==> src/rtl/wb_commit_trace.sv <==
// wb_commit_trace: writeback stage of the 5-stage core.
//
// The block holds the MEM->WB pipeline register and decides when that entry
// commits. A commit drives the regfile write port and the HI/LO write bus,
// and pushes one record into a trace FIFO. Each entry commits exactly once,
// even while WB is held. When the trace FIFO is full, the block raises a
// pipeline stall request; it never drops a commit.
//
// Ports
//   clk, rst            clock and synchronous active-high reset
//   flush               clears the WB register
//   stall               pipeline stall vector; bit STALL_IDX belongs to this stage
//   in_*                instruction fields presented by MEM
//   rf_we/waddr/wbe/wdata   regfile write port (rf_we is commit-gated)
//   hilo_bus            {hi_we, lo_we, hi, lo} (write enables are commit-gated)
//   trace_valid/ready   handshake at the trace FIFO head
//   trace_pc/wen/wnum/wdata  trace record at the FIFO head
//   stallreq_wb         asks the pipeline to hold while an uncommitted entry waits
//   trace_count         trace FIFO occupancy
module wb_commit_trace #(
  parameter int unsigned DATA_W      = 32,
  parameter int unsigned RF_AW       = 5,
  parameter int unsigned BE_W        = 4,
  parameter int unsigned STALL_W     = 6,
  parameter int unsigned STALL_IDX   = 4,
  parameter int unsigned TRACE_DEPTH = 4
) (
  input  logic                          clk,
  input  logic                          rst,
  input  logic                          flush,
  input  logic [STALL_W-1:0]            stall,
  input  logic                          in_valid,
  input  logic [31:0]                   in_pc,
  input  logic                          in_rf_we,
  input  logic [RF_AW-1:0]              in_rf_waddr,
  input  logic [BE_W-1:0]               in_rf_wbe,
  input  logic [DATA_W-1:0]             in_rf_wdata,
  input  logic                          in_hi_we,
  input  logic                          in_lo_we,
  input  logic [DATA_W-1:0]             in_hi,
  input  logic [DATA_W-1:0]             in_lo,
  output logic                          rf_we,
  output logic [RF_AW-1:0]              rf_waddr,
  output logic [BE_W-1:0]               rf_wbe,
  output logic [DATA_W-1:0]             rf_wdata,
  output logic [2*DATA_W+1:0]           hilo_bus,
  output logic                          trace_valid,
  input  logic                          trace_ready,
  output logic [31:0]                   trace_pc,
  output logic [BE_W-1:0]               trace_wen,
  output logic [RF_AW-1:0]              trace_wnum,
  output logic [DATA_W-1:0]             trace_wdata,
  output logic                          stallreq_wb,
  output logic [$clog2(TRACE_DEPTH):0]  trace_count
);

  localparam int unsigned PC_W     = 32;
  localparam int unsigned PTR_W    = $clog2(TRACE_DEPTH);
  localparam int unsigned CNT_W    = PTR_W + 1;
  localparam int unsigned NEXT_IDX = STALL_IDX + 1;

  // WB pipeline register payload
  typedef struct packed {
    logic              valid;
    logic [PC_W-1:0]   pc;
    logic              rf_we;
    logic [RF_AW-1:0]  waddr;
    logic [BE_W-1:0]   wbe;
    logic [DATA_W-1:0] wdata;
    logic              hi_we;
    logic              lo_we;
    logic [DATA_W-1:0] hi;
    logic [DATA_W-1:0] lo;
  } wb_reg_t;

  // One trace FIFO record
  typedef struct packed {
    logic [PC_W-1:0]   pc;
    logic [BE_W-1:0]   wen;
    logic [RF_AW-1:0]  wnum;
    logic [DATA_W-1:0] wdata;
  } trace_ent_t;

  wb_reg_t    wb_q, wb_d;
  logic       committed_q, committed_d;
  logic [PTR_W-1:0] wr_ptr_q, wr_ptr_d;
  logic [PTR_W-1:0] rd_ptr_q, rd_ptr_d;
  logic [CNT_W-1:0] count_q, count_d;
  trace_ent_t fifo_q [TRACE_DEPTH];
  trace_ent_t fifo_d [TRACE_DEPTH];

  logic       fifo_full_c;
  logic       fifo_empty_c;
  logic       commit_c;
  logic       push_c;
  logic       pop_c;
  trace_ent_t push_ent_c;
  trace_ent_t head_c;

  // Only two bits of the stall vector matter to this stage.
  logic unused_stall;
  assign unused_stall = ^stall;

  // Commit decision: occupancy only, never trace_ready, so pop-when-full
  // cannot open a same-cycle push.
  always_comb begin : commit_logic
    fifo_full_c  = (count_q == CNT_W'(TRACE_DEPTH));
    fifo_empty_c = (count_q == '0);
    commit_c     = wb_q.valid & ~committed_q & ~fifo_full_c;
    push_c       = commit_c;
    pop_c        = ~fifo_empty_c & trace_ready;
  end

  // WB register next state: flush, then load, then bubble, else hold.
  always_comb begin : wb_next
    wb_d        = wb_q;
    committed_d = committed_q;
    if (flush) begin
      wb_d        = '0;
      committed_d = 1'b0;
    end else if (!stall[STALL_IDX]) begin
      wb_d.valid  = in_valid;
      wb_d.pc     = in_pc;
      wb_d.rf_we  = in_rf_we;
      wb_d.waddr  = in_rf_waddr;
      wb_d.wbe    = in_rf_wbe;
      wb_d.wdata  = in_rf_wdata;
      wb_d.hi_we  = in_hi_we;
      wb_d.lo_we  = in_lo_we;
      wb_d.hi     = in_hi;
      wb_d.lo     = in_lo;
      committed_d = 1'b0;
    end else if (!stall[NEXT_IDX]) begin
      wb_d        = '0;
      committed_d = 1'b0;
    end else if (commit_c) begin
      // Held entry: remember it already committed so it never commits again.
      committed_d = 1'b1;
    end
  end

  // Trace FIFO next state
  always_comb begin : fifo_next
    push_ent_c.pc    = wb_q.pc;
    push_ent_c.wen   = wb_q.rf_we ? wb_q.wbe : '0;
    push_ent_c.wnum  = wb_q.waddr;
    push_ent_c.wdata = wb_q.wdata;

    fifo_d   = fifo_q;
    wr_ptr_d = wr_ptr_q;
    rd_ptr_d = rd_ptr_q;
    count_d  = count_q;

    if (push_c) begin
      fifo_d[wr_ptr_q] = push_ent_c;
      wr_ptr_d         = wr_ptr_q + PTR_W'(1);
    end
    if (pop_c) begin
      rd_ptr_d = rd_ptr_q + PTR_W'(1);
    end
    if (push_c && !pop_c) begin
      count_d = count_q + CNT_W'(1);
    end else if (!push_c && pop_c) begin
      count_d = count_q - CNT_W'(1);
    end
  end

  // State registers
  always_ff @(posedge clk) begin : state_regs
    if (rst) begin
      wb_q        <= '0;
      committed_q <= 1'b0;
      wr_ptr_q    <= '0;
      rd_ptr_q    <= '0;
      count_q     <= '0;
      fifo_q      <= '{default: '0};
    end else begin
      wb_q        <= wb_d;
      committed_q <= committed_d;
      wr_ptr_q    <= wr_ptr_d;
      rd_ptr_q    <= rd_ptr_d;
      count_q     <= count_d;
      fifo_q      <= fifo_d;
    end
  end

  // Regfile and HI/LO write ports
  always_comb begin : write_ports
    rf_we    = commit_c & wb_q.rf_we;
    rf_waddr = wb_q.waddr;
    rf_wbe   = wb_q.wbe;
    rf_wdata = wb_q.wdata;
    hilo_bus = {commit_c & wb_q.hi_we, commit_c & wb_q.lo_we, wb_q.hi, wb_q.lo};
  end

  // Trace head; fields forced to zero while the FIFO is empty.
  always_comb begin : trace_out
    head_c      = fifo_q[rd_ptr_q];
    trace_valid = ~fifo_empty_c;
    trace_pc    = fifo_empty_c ? '0 : head_c.pc;
    trace_wen   = fifo_empty_c ? '0 : head_c.wen;
    trace_wnum  = fifo_empty_c ? '0 : head_c.wnum;
    trace_wdata = fifo_empty_c ? '0 : head_c.wdata;
    trace_count = count_q;
    stallreq_wb = wb_q.valid & ~committed_q & fifo_full_c;
  end

endmodule

==> config.mk <==
export PLATFORM = sky130hd
export DESIGN_NAME = wb_commit_trace
export DESIGN_NICKNAME = d
export VERILOG_FILES = /design/src/rtl/wb_commit_trace.sv
export SDC_FILE = /design/constraint.sdc
export NUM_CORES = 1
export LEC_CHECK = 0
export ABC_CLOCK_PERIOD_IN_PS = 2900
export CORE_ASPECT_RATIO = 0.7
export CORE_UTILIZATION = 45
export DETAILED_ROUTE_END_ITERATION = 6
export GPL_TIMING_DRIVEN = 0
export PLACE_DENSITY = 0.7
export SYNTH_ARGS = -nofsm -noshare
export SYNTH_HDL_FRONTEND = slang
export SYNTH_SLANG_ARGS = --single-unit
==> constraint.sdc <==
create_clock -name clk -period 2.9 [get_ports clk]
set_input_delay 0.29 -clock clk [delete_from_list [all_inputs] [get_ports clk]]
set_output_delay 0.29 -clock clk [all_outputs]
set_load 0.1 [all_outputs]
; ---- Word level (Yosys, flattened, before mapping)
; Cells that the tools add are included.
[op_classes]
add_sub_neg = 4
multipliers = 0
div = 0
magnitude_cmp = 3
n_eq_ne = 2
n_shift = 0
mux = 15
bitwise_logic = 14
reduce_logical = 9
[ops]
columns = cell, count
row1 = $bwmux W292, 1
row2 = $mux W141, 2
row3 = $mux W73, 3
row4 = $bmux W73 S2, 1
row5 = $demux W73 S2, 1
row6 = $mux W32, 2
row7 = $mux W4, 2
row8 = $and A1 B1 Y1, 7
row9 = $ge A3 B3 Y1 const B, 2
row10 = $mux W3, 2
row11 = $not A2 Y3, 2
row12 = $mux W5, 1
row13 = $not A1 Y1, 5
row14 = $add A2 B1 Y2 const B, 2
row15 = $reduce_or A4 Y1, 1
row16 = $add A3 B1 Y3 const B, 1
row17 = $eq A3 B3 Y1 const B, 1
row18 = $logic_and A1 B1 Y1, 3
row19 = $logic_not A3 Y1, 1
row20 = $lt A3 B1 Y1 const B, 1
row21 = $sub A3 B1 Y3 const B, 1
row22 = $logic_not A1 Y1, 2
row23 = $ne A2 B2 Y1 const B, 1
row24 = $reduce_bool A2 Y1, 1
row25 = $reduce_or A2 Y1, 1
[word_totals]
regBits = 441
latch_bits = 0
ram_bits = 0
mem_bits_ro = 0
in_bits = 151
out_inout_bits = 186
elab_cells = 77
n_memories = 0

; ---- Longest topological paths before layout
[depth]
word_depth = 7
depth_mapped = 9
mapped_depth_nobuf = 8

; ---- Worst setup path before layout
; No wires, ideal clock.
[synth_path]
kind = register -> output
from = register count_q[2], in the netlist trace_count[2]
to = output port stallreq_wb
arrival_ns = 3.717
required_ns = 2.610
path_slack_ns = -1.107
path_stages_with_launch = 3
n_path_buf = 0
cell_sequence = dfxtp_1 -> or3b_4 -> nor3b_1
[synth_between]
elab_chain_cells = 2
[synth_lines]
columns = element, line_no
row1 = from (decl), 88  ; logic [CNT_W-1:0] count_q, count_d;
row2 = from (signal assigned), 182  ; count_q <= count_d;
row3 = $eq A3 B3 Y1, 107  ; fifo_full_c = (count_q == CNT_W'(TRACE_DEPTH));
row4 = $and A1 B1 Y1, 205  ; stallreq_wb = wb_q.valid & ~committed_q & fifo_full_c;
row5 = to (decl), 53  ; output logic stallreq_wb,
; No other way between the ends.

; ---- Worst setup path in the final report
[layout_path]
from = register rd_ptr_q[0]
to = output port trace_wdata[29]
[layout_between]
elab_chain_cells = 5
[layout_lines]
columns = element, line_no
row1 = from (decl), 87  ; logic [PTR_W-1:0] rd_ptr_q, rd_ptr_d;
row2 = from (signal assigned), 181  ; rd_ptr_q <= rd_ptr_d;
row3 = $not A2 Y3 (implied by the code), 198  ; head_c = fifo_q[rd_ptr_q];
row4 = $bmux W73 S2, 198
row5 = $mux W73 (implied by the code) (2 in a row), 198
row6 = $mux W32, 203  ; trace_wdata = fifo_empty_c ? '0 : head_c.wdata;
row7 = to (decl), 52  ; output logic [DATA_W-1:0] trace_wdata,
; No other way between the ends. The select of a mux whose other input is x is not followed.

==> results.md <==
- Outcome: finished, final reports clean
- Clk Latency, worst-skew pair: 0.55 ns
- Period utilization: 98.9%
- GPL Wtd Cong: 0.912
- Worst rel slew slack: 25.9%
- Worst-Margin Slew: 1.11 ns
- Post-CTS Resized: 377
- Sequential area share after synthesis: 45.6%
- Startpoint class of the critical path: flip-flop
- Share of total power in the clock network: 40.3%
- Register share of total power: 42.9%
- Area leader, netlist: dfxtp_1
- Synth Flop Type: dfxtp_1
- Met2 WL: 25.0 mm
- Synth cell count leaders: 441 x dfxtp_1, 363 x nand2b_1, 294 x mux2i_1
- Hold_buf cts: 0
- Die X-Extent: 250 um
- Comb pwr share: 16.9%
- Vias per inst: 5.22
- DP Area: 23400 um^2
- Share of post-route cells with drive strength above 1: 20.0%
- Worst path cell trace: buf_4 -> buf_4 -> mux4_2 -> and2_2 -> buf_2
- Top delay family on crit path: buffers and inverters
- Dpl hpwl: 38.2 mm
- Gr usage total: 24.5%
- Post-synth EDFFs: 0
- Worst-path clk slew: 0.06 ns
- Antenna-violating nets left: 0
- Worst reg2reg path depth: 9
- Vias: 13700
- Max Slew Vio Count: 0
- Number of global-route vias before repair: 14500
- Post-layout util: 57.9%
- VDD IR max: 453 uV
- Clock Sinks: 441
- CP Class: reg2out
- Top cells by area, synth: dfxtp_1 46%, mux2i_1 15%, nand2b_1 12%
- Setup Skew: 0.0112 ns
- Hold Violations, Final: 0
- WP data arrival: 2.58 ns
- Residual DRC: 0
- Hold WC Path Type: in2reg
- CP most frequent cell: buf_4
- CTS H-tree lvls: 2
- Initial antenna violation count: 0
- HP Start: in_lo[28]
- Initial DRC count: 707
- CTS tree: done
- Initial Utilization: 45.7%
- Clock Tree Root: clkbuf_16
- Die ar.: 43800 um^2
- Most frequent cell after synthesis: dfxtp_1
- Origin of the critical flop-to-flop path: trace_count[0]
- TritonCTS buffer count: 44
- # port buffers: 331
- Synth async-reset ratio: 0%
- CP Buf/Inv Count: 3
- Hold EP: hilo_bus[28]
- Leak: 10.7 nW
- Netlist cell types: 33
- Sw Share: 28.4%
- Critical Path Fanout Max: 10
- Fin crit period: 2.87 ns
- RSZ-0062 raised after global routing: yes
- Hold path depth: 2
- Top sig layer: met4
- Met3 Wirelength: 3.01 mm
- F_max: 349 MHz
- Std-Cell Rows: 63
- Pwr/cell area: 596 nW/um^2
- YS warnings: 0
- P_int: 0.0104 W
- Final net count: 2197
- Max clock buf depth: 3
- TritonRoute pass-1 iters: 5
- Syn Inst Count: 1663
- Largest net degree at the start of global routing: 15
- Ant. Diodes: 0
- Die Y: 175 um
- Worst flop-to-flop path endpoint: trace_count[2]
- Max Cap Viol: 0
- Routed len/inst: 20.7 um
- Grt total ovfl: 0
- R2R setup slack: 0.43 ns
- Num ports: 337
- Core box area: 42300 um^2
- Syn Area/Cell: 11.6 um^2
- Final setup fails: 0
- Finished Cell Area: 24500 um^2
- First-pass GRT wire length: 83.5 mm
- Critical path required time: 2.61 ns
- DRT Wirelength: 54.3 mm
- Slowest cell on crit path: mux4_2
- # fillers: 3540
- CP Capture Type: output port
- Syn Nets: 1820
- Slowest stage delay, CP: 0.56 ns
- Register bit total from synthesis: 441
- M1 WL: 24.5 mm
- Psw: 0.00414 W
- Synthesized cell area: 19300 um^2
- Area Overhead vs Synth: 26.7%
- Synth top area share: 45.6%
- # Post-CTS Setup Buffers: 0
-- how the worst max path moves through the flow --
stage	startpoint	to	depth (start not counted)
2_1_floorplan	trace_count[2]	stallreq_wb	2
3_3_place_gp	trace_count[0]	trace_pc[30]	5
3_5_place_dp	trace_count[0]	trace_pc[30]	5
4_1_cts	rd_ptr_q[0]	trace_wdata[22]	5
5_1_grt	rd_ptr_q[0]	trace_wdata[20]	5
6_report	rd_ptr_q[0]	trace_wdata[29]	5
-- stage by stage --
step	worst slack (ns)	setup TNS, ns	hold slack (ns)	total power (W)	instances
CTS	-0.00445	-0.00445	0.312	0.0147	2622
global placement	-0.522	-37.43	0.455	0.00881	2546
detailed placement	-0.533	-25.71	0.459	0.00885	2546
global route	-0.0478	-0.475	0.316	0.0151	2622
floorplan	0.219	0	0.415	0.00793	1663
finish	0.0308	0	0.331	0.0146	2622
-- power by group through the flow --
stage	Sequential [W]	Combinational [W]	Clock, W
6_report	0.00625	0.00247	0.00587
5_1_grt	0.00626	0.00259	0.00622
4_1_cts	0.00625	0.00248	0.00598
3_5_place_dp	0.00638	0.00246	0
3_3_place_gp	0.00638	0.00243	0
2_1_floorplan	0.00647	0.00146	0
-- metal layers --
metal	up-vias	track usage [%]
met5	-	0
met4	0	8.80
met3	98	4.82
met2	377	40.3
met1	6772	32.1
li1	6433	-
-- flip-flops by register name, indices dropped and copies added (netlist names) --
register	cells
committed_q	1
fifo_q	292
hilo_bus	64
push_ent_c	32
rd_ptr_q	2
rf_waddr	5
rf_wbe	4
rf_wdata	32
trace_count	3
wb_q	4
wr_ptr_q	2
-- logic make-up (layout without fill, tap and decap cells) --
kind of cell | count (synthesis) | count (layout) | synth area share (%)
and+or+nand+nor | 461 | 461 | 15.0
AOI/OAI and AO/OA | 146 | 146 | 6.56
muxes | 368 | 368 | 23.8
adders and majority gates | 6 | 6 | 0.427
DFF | 441 | 441 | 45.6
xor gates and xnor gates | 4 | 4 | 0.181
buffers and inverters | 237 | 644 | 8.41
-- cell type report --
class | count | area [um^2] | area share (%)
multi-input combinational | 985 | 8910 | 36.4
tap | 552 | 691 | 2.82
clock buffer | 61 | 1250 | 5.09
clock inverter | 15 | 205 | 0.837
timing repair buffer | 331 | 2970 | 12.1
buffer | 234 | 1650 | 6.71
sequential | 441 | 8830 | 36.0
inverter | 3 | 11.3 | 0.0460
-- placed cells by master, fill, tap and decap left out, drive strengths merged, types with 3 or more instances in the layout --
cell type,netlist,layout
a22o,141,141
and2,76,76
buf,169,235
bufinv,0,5
clkbuf,65,132
clkdlybuf4s15,0,4
clkdlybuf4s50,0,253
clkinv,0,8
dfxtp,441,441
ha,5,5
inv,3,3
mux2i,294,294
mux4,73,73
nand2b,363,363
nand3b,4,4
nand4b,3,3
nor2,6,6
xor2,4,4
Power figures use the tool's default switching activity.
